--- src/rtl/piso_serializer_if.sv ---
// Load/serial-output bundle for piso_serializer: the master drives words in,
// the slave (the serializer) drives the handshake ready and the serial line.
interface piso_serializer_if #(
    parameter int WIDTH = 4
);
    logic [WIDTH-1:0] din;
    logic             load_valid;
    logic             load_ready;
    logic             sout;
    logic             sout_valid;
    logic             busy;
    logic             done;

    modport master (
        output din, load_valid,
        input  load_ready, sout, sout_valid, busy, done
    );

    modport slave (
        input  din, load_valid,
        output load_ready, sout, sout_valid, busy, done
    );
endinterface

--- src/rtl/piso_serializer.sv ---
// Parallel-in serial-out transmitter with a valid/ready load side and zero-gap framing.
// Optional trailing even-parity bit is enabled by defining PISO_PARITY_EN.
module piso_serializer #(
    parameter int WIDTH     = 4,
    parameter int LSB_FIRST = 1
) (
    input  logic               clk,
    input  logic               rst,
    piso_serializer_if.slave   bus
);
    localparam int CW = $clog2(WIDTH + 1);
    localparam logic [1:0] S_IDLE  = 2'd0;
    localparam logic [1:0] S_SHIFT = 2'd1;
`ifdef PISO_PARITY_EN
    localparam logic [1:0] S_PARITY = 2'd2;
`else
    localparam logic [CW-1:0] LAST_M1 = CW'(WIDTH - 2);
`endif
    localparam logic [CW-1:0] LAST = CW'(WIDTH - 1);

    logic [1:0]       r_state;
    logic [WIDTH-1:0] r_shift;
    logic [CW-1:0]    r_cnt;
    logic             r_sout;
    logic             r_sout_valid;
    logic             r_busy;
    logic             r_done;
`ifdef PISO_PARITY_EN
    logic             r_par;
    logic             w_par_nxt;
`endif

    logic [1:0]       w_state_nxt;
    logic [WIDTH-1:0] w_shift_nxt;
    logic [CW-1:0]    w_cnt_nxt;
    logic             w_sout_nxt;
    logic             w_valid_nxt;
    logic             w_done_nxt;
    logic             w_last_bit;
    logic             w_final;
    logic             w_ready;
    logic             w_accept;

    // r_cnt indexes the data bit currently on the line; the final cycle may take a new word
    assign w_last_bit = (r_state == S_SHIFT) && (r_cnt == LAST);
`ifdef PISO_PARITY_EN
    assign w_final    = (r_state == S_PARITY);
`else
    assign w_final    = w_last_bit;
`endif
    assign w_ready    = !rst && ((r_state == S_IDLE) || w_final);
    assign w_accept   = bus.load_valid && w_ready;

    // Next-state and next-output computation
    always_comb begin
        w_state_nxt = r_state;
        w_shift_nxt = r_shift;
        w_cnt_nxt   = r_cnt;
        w_sout_nxt  = 1'b0;
        w_valid_nxt = 1'b0;
        w_done_nxt  = 1'b0;
`ifdef PISO_PARITY_EN
        w_par_nxt   = r_par;
`endif
        if (w_accept) begin
            w_state_nxt = S_SHIFT;
            w_cnt_nxt   = CW'(0);
            w_valid_nxt = 1'b1;
`ifdef PISO_PARITY_EN
            w_par_nxt   = ^bus.din;
`endif
            if (LSB_FIRST != 0) begin
                w_sout_nxt  = bus.din[0];
                w_shift_nxt = bus.din >> 1;
            end else begin
                w_sout_nxt  = bus.din[WIDTH-1];
                w_shift_nxt = bus.din << 1;
            end
        end else begin
            case (r_state)
                S_SHIFT: begin
                    if (!w_last_bit) begin
                        w_cnt_nxt   = r_cnt + CW'(1);
                        w_valid_nxt = 1'b1;
`ifndef PISO_PARITY_EN
                        w_done_nxt  = (r_cnt == LAST_M1);
`endif
                        if (LSB_FIRST != 0) begin
                            w_sout_nxt  = r_shift[0];
                            w_shift_nxt = r_shift >> 1;
                        end else begin
                            w_sout_nxt  = r_shift[WIDTH-1];
                            w_shift_nxt = r_shift << 1;
                        end
                    end else begin
`ifdef PISO_PARITY_EN
                        w_state_nxt = S_PARITY;
                        w_sout_nxt  = r_par;
                        w_valid_nxt = 1'b1;
                        w_done_nxt  = 1'b1;
`else
                        w_state_nxt = S_IDLE;
`endif
                    end
                end
`ifdef PISO_PARITY_EN
                S_PARITY: w_state_nxt = S_IDLE;
`endif
                default:  w_state_nxt = S_IDLE;
            endcase
        end
    end

    // State and registered outputs
    always_ff @(posedge clk) begin
        if (rst) begin
            r_state      <= S_IDLE;
            r_shift      <= {WIDTH{1'b0}};
            r_cnt        <= CW'(0);
            r_sout       <= 1'b0;
            r_sout_valid <= 1'b0;
            r_busy       <= 1'b0;
            r_done       <= 1'b0;
`ifdef PISO_PARITY_EN
            r_par        <= 1'b0;
`endif
        end else begin
            r_state      <= w_state_nxt;
            r_shift      <= w_shift_nxt;
            r_cnt        <= w_cnt_nxt;
            r_sout       <= w_sout_nxt;
            r_sout_valid <= w_valid_nxt;
            r_busy       <= (w_state_nxt != S_IDLE);
            r_done       <= w_done_nxt;
`ifdef PISO_PARITY_EN
            r_par        <= w_par_nxt;
`endif
        end
    end

    assign bus.load_ready = w_ready;
    assign bus.sout       = r_sout;
    assign bus.sout_valid = r_sout_valid;
    assign bus.busy       = r_busy;
    assign bus.done       = r_done;
endmodule
--- src/flat_wrapper.sv ---
// flat-port wrapper written by rule: the top's interface ports become plain ports
module piso_serializer_flat 
#(
    parameter int WIDTH     = 4,
    parameter int LSB_FIRST = 1
)
  (clk, rst, bus_din, bus_load_valid, bus_load_ready, bus_sout, bus_sout_valid, bus_busy, bus_done);
  piso_serializer_if #(.WIDTH(WIDTH)) bus_i ();
  input  logic clk;
  input  logic rst;
  input wire logic [$bits(bus_i.din)-1:0] bus_din;
  input wire logic [$bits(bus_i.load_valid)-1:0] bus_load_valid;
  output wire logic [$bits(bus_i.load_ready)-1:0] bus_load_ready;
  output wire logic [$bits(bus_i.sout)-1:0] bus_sout;
  output wire logic [$bits(bus_i.sout_valid)-1:0] bus_sout_valid;
  output wire logic [$bits(bus_i.busy)-1:0] bus_busy;
  output wire logic [$bits(bus_i.done)-1:0] bus_done;
  assign bus_i.din = bus_din;
  assign bus_i.load_valid = bus_load_valid;
  assign bus_load_ready = bus_i.load_ready;
  assign bus_sout = bus_i.sout;
  assign bus_sout_valid = bus_i.sout_valid;
  assign bus_busy = bus_i.busy;
  assign bus_done = bus_i.done;
  piso_serializer #(.WIDTH(WIDTH), .LSB_FIRST(LSB_FIRST)) u_core (.clk(clk), .rst(rst), .bus(bus_i));
endmodule
--- config.mk ---
export PLATFORM = sky130hd
export DESIGN_NAME = piso_serializer_flat
export DESIGN_NICKNAME = d
export VERILOG_FILES = /design/src/rtl/piso_serializer_if.sv /design/src/rtl/piso_serializer.sv /design/src/flat_wrapper.sv
export SDC_FILE = /design/constraint.sdc
export NUM_CORES = 1
export LEC_CHECK = 0
export ABC_AREA = 1
export CELL_PAD_IN_SITES_DETAIL_PLACEMENT = 2
export CELL_PAD_IN_SITES_GLOBAL_PLACEMENT = 2
export CORE_MARGIN = 3
export CORE_UTILIZATION = 29
export CTS_CLUSTER_DIAMETER = 80
export DETAILED_ROUTE_END_ITERATION = 12
export HOLD_SLACK_MARGIN = 0.12
export PLACE_DENSITY = 0.82
export SLEW_MARGIN = 0
export SYNTH_ARGS = -nofsm -noshare
export SYNTH_HDL_FRONTEND = slang
export SYNTH_SLANG_ARGS = --single-unit
--- constraint.sdc ---
create_clock -name clk -period 3.3 [get_ports clk]
set_input_delay 0.99 -clock clk [delete_from_list [all_inputs] [get_ports clk]]
set_output_delay 0.99 -clock clk [all_outputs]
set_load 0.005 [all_outputs]
# Yosys cells after proc, flatten, opt, wreduce, memory -nomap -nowiden
# Index checks and enable logic that the tools add are counted.
# op_classes
n_reduce_logical,12
n_bitwise,2
muxes,12
eq_ne,4
addsub,1
# op_table
cell,count
3-bit two-way mux,3
3-bit by 2-bit equality test with 1-bit output (second input constant),2
1-bit two-way mux,6
2-bit two-way mux,3
2-bit AND reduction,2
2-bit nonzero test,2
4-bit OR reduction,1
3-bit by 1-bit adder with 3-bit output (second input constant),1
1-bit logical AND,3
2-bit by 1-bit equality test with 1-bit output (second input constant),1
2-bit zero test,1
2-bit != test (second input constant),1
1-bit inverter,2
2-bit OR reduction,1
1-bit zero test,1
1-bit logical OR,1
# totals
wordCells,38
out_inout_bits,5
ff_bits,12

# Depth between registers and ports, before layout
# Gate-level depths: netlist of run 1.
# logic_depth
depth_word,7
depth_mapped,8

# Worst setup path after synthesis of run 1
# OpenSTA, ideal clock, no wires.
# synth_path
kind,input-to-output
startpoint,in rst
endpoint,out bus_load_ready
n_path_buf,1
cell_stages,3
slack_ns,0.914
arrival_ns,1.396
path_cell_list,buf_6 > nor2_4 > and2_2
# synth_between
elab_chain_len,2
# synth_rtl
element,line_no,rtl
from (decl),flat_wrapper.sv:10,input logic rst;
1-bit zero test,piso_serializer.sv:51,assign w_ready = !rst && ((r_state == S_IDLE) || w_final);
1-bit logical AND,piso_serializer.sv:51,
to (decl),flat_wrapper.sv:13,output wire logic [$bits(bus_i.load_ready)-1:0] bus_load_ready;
# Every way passes these cells.

# Worst setup path in the final report of run 1
# Ends and elaborated chain as after synthesis.

==> key figures, run 1 <==
Die
  • Boundary pin count: 12
  • Starting density of the core: 0.3315
  • Die area: ~0.0024 mm2
  • Die height: 48.92 um
  • Die width: 48.92 um
  • Core area: 0.001612 mm2
  • Row count: 14

Run status
  • Status: finished, final reports clean

Setup path
  • Req. time, crit path: 2310 ps
  • Crit Reg-Reg Startpoint: u_core.r_cnt[0]
  • Setup CP Type: input pin to primary output
  • R2R Setup Slk: around 1500 ps
  • CP Capture Type: primary output
  • Crit path arrival time: 2230 ps
  • Startpoint type of the worst setup path: input pin
  • Reg2Reg Capture Point: u_core.r_cnt[2]
  • CP max FO: 3
  • Worst r2r path cells: 6

Clock tree
  • Sink Count: 12
  • CTS tree: done
  • CTS Buf Count: 3
  • Clock latency on the worst-skew pair: 270 ps
  • Root Buffer: clkbuf_4
  • Clock buffer depth: 2
  • Worst-path clk slew: roughly 80 ps
  • H-tree Lvls: 1
  • Hold buffer count at cts: 0
  • Post-CTS Resized: 0
  • Post-CTS setup buffers: 0

Drt
  • Detail Route Antenna Nets: 0
  • Residual DRC: 0
  • Vias per Instance: 4.670
  • DR vias: 481
  • Routed wire length: 1415 um
  • DR WL/cell: 13.74 um
  • 1st-iter DRT viols: 2
  • DRT Pass-1 Iters: 2

Global route
  • Largest net degree at the start of global routing: 13
  • Vias in the first global route: 544
  • Grt ovf: 0
  • Initial antenna violation count: 0
  • Tot GR Track Use: 0.1316
  • First-pass GRT wire length: 2421 um

Synth
  • Synth top cells by count: dfxtp_1 (12), nand2_1 (11), a21oi_1 (9), inv_1 (7), nand3_1 (7)
  • Async set-reset flop share out of synthesis: 0
  • YS warnings: 0
  • Post-synthesis cell count: 64
  • Post-synthesis register bit count: 12
  • Share of the synthesized area in the top cell type: 0.4496
  • Most frequent cell after synthesis: dfxtp_1
  • Syn_nets: 74
  • Register area share after synthesis: 0.4496
  • Synth area leaders: dfxtp_1 (45%), a21oi_1 (8.4%), nand2_1 (7.7%)
  • Synth Flop Type: dfxtp_1
  • Synthesized area: 534.3 um2
  • Yosys cell types: 17
  • Number of synthesized flops with an enable pin: 0
  • Synth Area per Inst: about 8.3 um2
  • Cell taking the most area after synthesis: dfxtp_1

Timing
  • Layout Skew: 6.439 ps
  • Max Clock Freq: 310.6 MHz
  • Setup WS post-layout: between 80 and 90 ps
  • Minimum clock period: 3219 ps
  • Fin Setup TNS: 0 ps
  • Period utilisation layout: 0.9755
  • RSZ-0062 raised after global routing: false
  • Final hold violations: 0
  • Max-slew violations: 0
  • Final setup viols: 0

Finish
  • Register area: approximately 240 um2
  • Layout cells sized above 1: 0.1519
  • P&R area growth vs syn: 32.32%
  • Post-route cell area: 706.9 um2
  • Core Util, Final: 0.4387
  • N_diodes: 0
  • Post-layout nets: 90
  • Area occupied by multi-input gates: 245.2 um2
  • Fillers: ~180

Run
  • Count of max-cap constraint violations: 0

Worst hold path
  • Worst hold endpoint: u_core.bus.sout
  • Hold WC Path Type: register to register
  • Hold_sp: u_core.r_shift[0]
  • Hold Path Stages: 2

Power and ir drop
  • Pwr per Cell Area: 423.7 mW/mm2
  • Power, Total: 299.5 uW
  • Worst IR Drop VDD: 174.3 uV
  • Static Leak: 0.2832 nW

Placed design
  • PortBufs: 11
  • DP Worst Slack: 75.19 ps
  • Post-placement cell area: 670.6 um2
  • DP HPWL: 1056 um
  • Routability congestion estimate from global placement: 0.7298
-- placed cells by master, fill, tap and decap left out, drive strengths merged, types with 2 or more instances in the layout --
master,netlist,layout
dfxtp,12,12
nand2,11,11
inv,8,8
ha,3,3
nor2,2,2
or2,2,2
a21oi,9,9
nand3,8,8
clkbuf,0,4
clkdlybuf4s50,0,11
nand4,4,4
buf,2,2
-- cells by family (layout without fill, tap and decap cells) --
logic type,Yosys count,in the layout,share of synthesized area
adders and majority gates,3,3,0.07027
and+or+nand+nor,28,28,0.2880
DFF,12,12,0.4496
buffers and inverters,10,25,0.09134
other,1,1,0.007019
AOI/OAI and AO/OA,10,10,0.09366
-- how the worst max path moves through the flow --
stage	start	to	slack [ps]
final	rst	bus_load_ready	80
after global routing	rst	bus_load_ready	50
after CTS	rst	bus_load_ready	70
after detailed placement	rst	bus_load_ready	80
after global placement	rst	bus_load_ready	100
after floorplan	rst	bus_load_ready	910
-- layout make-up --
cell class,count,area share
inverter,8,0.04248
timing repair buffer,13,0.1770
sequential,12,0.3398
tap,24,0.04248
multi-input combinational,42,0.3469
clock buffer,4,0.05133
-- per-layer routing --
layer | global-route usage | share of wire
met4 | 0.02844 | 0
met2 | 0.2579 | 0.56
met1 | 0.1363 | 0.41
met3 | 0.03670 | 0.033
met5 | 0 | 0
-- state kept, by name (all words and copies together) (netlist names) --
| name | cells |
|---|---|
| u_core.bus.sout | 1 |
| u_core.bus.sout_valid | 1 |
| u_core.bus.done | 1 |
| u_core.bus.busy | 1 |
| u_core.r_state | 2 |
| u_core.r_shift | 3 |
| u_core.r_cnt | 3 |
-- metrics by stage --
stage | hold slack (ps) | instances
after floorplan | 443.6 | 64
final | 481.4 | 103
after global routing | 522.4 | 103
after detailed placement | 477.3 | 99
after global placement | 453.5 | 99
after CTS | 488.7 | 103
-- worst max-delay path, cell delays in order --
cell and delay [ps]:
clkdlybuf4s50_1 460, nor2_4 100, and2_2 170, clkdlybuf4s50_1 510
-- report_power, final --
part / internal (mW) / switching [mW] / total [mW]
Clock: 0.0669 / 0.0494 / 0.116
Combinational: 0.0162 / 0.0151 / 0.0312
Sequential: 0.149 / 0.00281 / 0.152
Note: power is estimated with default switching activity, not from simulation.
==> inputs of run 2 (changes only) <==
- ABC_AREA: 1 -> not set
- PLACE_DENSITY: 0.82 -> 0.79
==> run 2 against run 1 <==
  * Via count is 15% lower
  * Register-to-register slack better by 80 ps
  * Non-clock buffer count is 1 lower
  * Count of clock-buffer cells in the layout is 1 lower
  * Hold slack worse by 4.3 ps
  * Sequential power hardly changed
  * Sequential cell count stayed put
  * Final cell count is 23% lower
  * Clock skew is 1.6 ps lower
  * Cell area is 8.3% lower
  * Maximum frequency is 1.0% higher
  * Synthesized cell count is 20% lower
  * Largest cell class is now registers
  * Highest routed layer unchanged
==> key figures, run 2 <==
Die
  • Die height: 47.65 um (was 48.92 um)
  • Starting density of the core: 0.3190 (was 0.3315)
  • Row count: 14 (unchanged)
  • Die area: 0.002270 mm2 (was 0.002393 mm2)
  • Core area: 0.001577 mm2 (was 0.001612 mm2)
  • Die width: 47.65 um (was 48.92 um)
  • Boundary pin count: 12 (unchanged)

Timing
  • Minimum clock period: 3187 ps (was 3219 ps)
  • Final setup viols: 0 (unchanged)
  • Setup WS post-layout: 113.4 ps (was 80.75 ps)
  • Hold slack: 477.2 ps (was 481.4 ps)
  • Fin Setup TNS: 0 ps (unchanged)
  • Max Clock Freq: 313.8 MHz (was 310.6 MHz)
  • RSZ-0062 raised after global routing: false (unchanged)
  • Layout Skew: 4.871 ps (was 6.439 ps)
  • Max-slew violations: 0 (unchanged)
  • Final hold violations: 0 (unchanged)
  • Period utilisation layout: 0.9656 (was 0.9755)

Power and ir drop
  • Pwr per Cell Area: 416.7 mW/mm2 (was 423.7 mW/mm2)
  • Internal power: 207.9 uW (was 232.3 uW)
  • Sw Ratio: 0.2303 (was 0.2246)
  • Net Sw Power: 62.20 uW (was 67.29 uW)
  • Worst IR Drop VDD: 257.1 uV (was 174.3 uV)
  • Combinational share of power: 0.108 (was 0.104)
  • Static Leak: 0.2530 nW (was 0.2832 nW)
  • Clock network power share: 0.329 (was 0.388)
  • Sequential share of power: 0.563 (was 0.507)

Finish
  • Non-Filler Instances: 79 (was 103)
  • Most frequent cells in the layout: dfxtp_1 (12), clkdlybuf4s50_1 (11), nor2_1 (8) (was dfxtp_1 (12), nand2_1 (11), clkdlybuf4s50_1 (11))
  • Fillers: 174 (was 182)
  • Post-route cell area: 648.1 um2 (was 706.9 um2)
  • Post-layout nets: 75 (was 90)
  • Layout cells sized above 1: 0.1429 (was 0.1519)
  • N_diodes: 0 (unchanged)
  • Regs by FF count: u_core.r_cnt x3, u_core.r_shift x3, u_core.r_state x2 (unchanged)
  • P&R area growth vs syn: 28.86% (was 32.32%)
  • Most common cell after layout, fill and taps aside: dfxtp_1 (unchanged)

Global route
  • Initial antenna violation count: 0 (unchanged)
  • First-pass GRT wire length: 2076 um (was 2421 um)
  • Largest net degree at the start of global routing: 13 (unchanged)
  • Tot GR Track Use: 0.1398 (was 0.1316)
  • Vias in the first global route: 424 (was 544)
  • Grt ovf: 0 (unchanged)

Drt
  • DRT Pass-1 Iters: 2 (unchanged)
  • Vias per Instance: 5.203 (was 4.670)
  • Residual DRC: 0 (unchanged)
  • DR WL/cell: 15.33 um (was 13.74 um)
  • DR vias: 411 (was 481)
  • 1st-iter DRT viols: 4 (was 2)
  • Detail Route Antenna Nets: 0 (unchanged)
  • Routed wire length: 1211 um (was 1415 um)

Synth
  • Share of the synthesized area in the top cell type: 0.4776 (was 0.4496)
  • Synth Area per Inst: 9.862 um2 (was 8.348 um2)
  • Syn_nets: 61 (was 74)
  • Cell taking the most area after synthesis: dfxtp_1 (unchanged)
  • Synth Flop Type: dfxtp_1 (unchanged)
  • Synthesized area: 503.0 um2 (was 534.3 um2)
  • Most frequent cell after synthesis: dfxtp_1 (unchanged)
  • YS warnings: 0 (unchanged)
  • Post-synthesis register bit count: 12 (unchanged)
  • Post-synthesis cell count: 51 (was 64)
  • Register area share after synthesis: 0.4776 (was 0.4496)
  • Synth area leaders: dfxtp_1 (48%), ha_1 (7.5%), a21oi_1 (7.0%) (was dfxtp_1 (45%), a21oi_1 (8.4%), nand2_1 (7.7%))
  • Async set-reset flop share out of synthesis: 0 (unchanged)
  • Yosys cell types: 20 (was 17)
  • Synth top cells by count: dfxtp_1 (12), nor2_1 (8), a21oi_1 (7), ha_1 (3) (was dfxtp_1 (12), nand2_1 (11), a21oi_1 (9), inv_1 (7), nand3_1 (7))
  • Number of synthesized flops with an enable pin: 0 (unchanged)

Placed design
  • PortBufs: 11 (unchanged)
  • DP Worst Slack: 17.46 ps (was 75.19 ps)
  • Post-placement cell area: 620.6 um2 (was 670.6 um2)
  • Placed instance count: 76 (was 99)
  • DP HPWL: 913.5 um (was 1056 um)
  • Routability congestion estimate from global placement: 0.6714 (was 0.7298)

Setup path
  • Setup CP Type: input pin to primary output (unchanged)
  • Slowest cell on crit path: clkdlybuf4s50_1 (unchanged)
  • CP Capture Type: primary output (unchanged)
  • Crit path top cell by count: clkdlybuf4s50_1 (unchanged)
  • Startpoint type of the worst setup path: input pin (unchanged)
  • Crit path arrival time: 2200 ps (was 2230 ps)
  • CP max stage delay: 540 ps (was 510 ps)
  • CP max FO: 2 (was 3)
  • Crit-path cells: clkdlybuf4s50_1 -> nor3_2 -> clkdlybuf4s50_1 (was clkdlybuf4s50_1 -> nor2_4 -> and2_2 -> clkdlybuf4s50_1)
  • Req. time, crit path: 2310 ps (about the same)

Worst hold path
  • Hold WC Path Type: register to register (unchanged)

Run
  • Count of max-cap constraint violations: 0 (unchanged)

Clock tree
  • Clock buffer depth: 2 (unchanged)
  • Clock latency on the worst-skew pair: 270 ps (about the same)
  • Sink Count: 12 (unchanged)
  • CTS Buf Count: 3 (unchanged)
  • Post-CTS setup buffers: 0 (unchanged)
  • CTS tree: done (unchanged)
  • Root Buffer: clkbuf_4 (unchanged)
  • H-tree Lvls: 1 (unchanged)
  • Worst-path clk slew: 70 ps (was 80 ps)

Run status
  • Status: finished, final reports clean (unchanged)
==> run 2: cell count changes in the layout (fill, tap and decap cells not counted), sizes merged, moves of 2 or more <==
cell    delta
or2        -2
mux2i      +2
nor3       +2
nand2     -10
nand4      -4
inv        -6
a211oi     +3
a21oi      -2
nand3      -6
nor2       +6
==> run 2: logic make-up after synthesis <==
logic type | Yosys count | synth area share
AO/OA/AOI/OAI | 11 | 0.1492
adder cells (fa/ha/maj) | 3 | 0.07463
buffers and inverters | 5 | 0.05471
flip-flops | 12 | 0.4776
multiplexers | 2 | 0.03980
other | 1 | 0.007456
AND/OR/NAND/NOR | 17 | 0.1965
==> run 2: critical path: cells and delay by family <==
family | cells | cell delay [ps]
simple gates | 1 | 220
buf+inv | 2 | 980
==> run 2: path summary, 6_finish.rpt <==
kind / start / endpoint / slack [ps] / cells after the start
max: rst / bus_load_ready / 110 / 3
min: u_core.r_cnt[2] / u_core.bus.done / 480 / 1
max reg2reg: u_core.r_cnt[1] / u_core.r_shift[1] / 1530 / 5
min reg2reg: u_core.r_cnt[2] / u_core.bus.done / 480 / 1
==> run 2: layout make-up <==
type	count	area [um2]	share of cell area
clock buffer	3	22.52	0.03475
timing repair buffer	12	117.6	0.1815
tap	16	20.02	0.03089
multi-input combinational	34	240.2	0.3707
sequential	12	240.2	0.3707
inverter	2	7.507	0.01158
==> run 2: power groups by stage <==
stage	combinational (mW)	sequential, mW	clock, mW
2_1_floorplan	0.0140	0.155	0
3_5_place_dp	0.0291	0.155	0
4_1_cts	0.0293	0.152	0.0933
3_3_place_gp	0.0281	0.155	0
6_report	0.0291	0.152	0.0889
5_1_grt	0.0324	0.153	0.102
==> run 2: per-layer routing <==
layer  wire [um]  track usage  part of all wire
met5           0            0                 0
met4           0      0.03226                 0
met3          66      0.07519             0.055
met2         650       0.2273              0.54
met1         495       0.1625              0.41
==> run 2: repair_timing <==
action | 4_1_cts | 5_1_grt
resized for setup | 0 | 1
hold buffers | 0 | 0
setup endpoints to repair | 0 | 1
==> run 2: per-stage QoR <==
stage	total power [mW]	util
final	0.2701	0.4111
after global routing	0.2870	0.4111
after CTS	0.2746	0.4079
after detailed placement	0.1845	0.3937
after global placement	0.1831	0.3937
after floorplan	0.1687	-
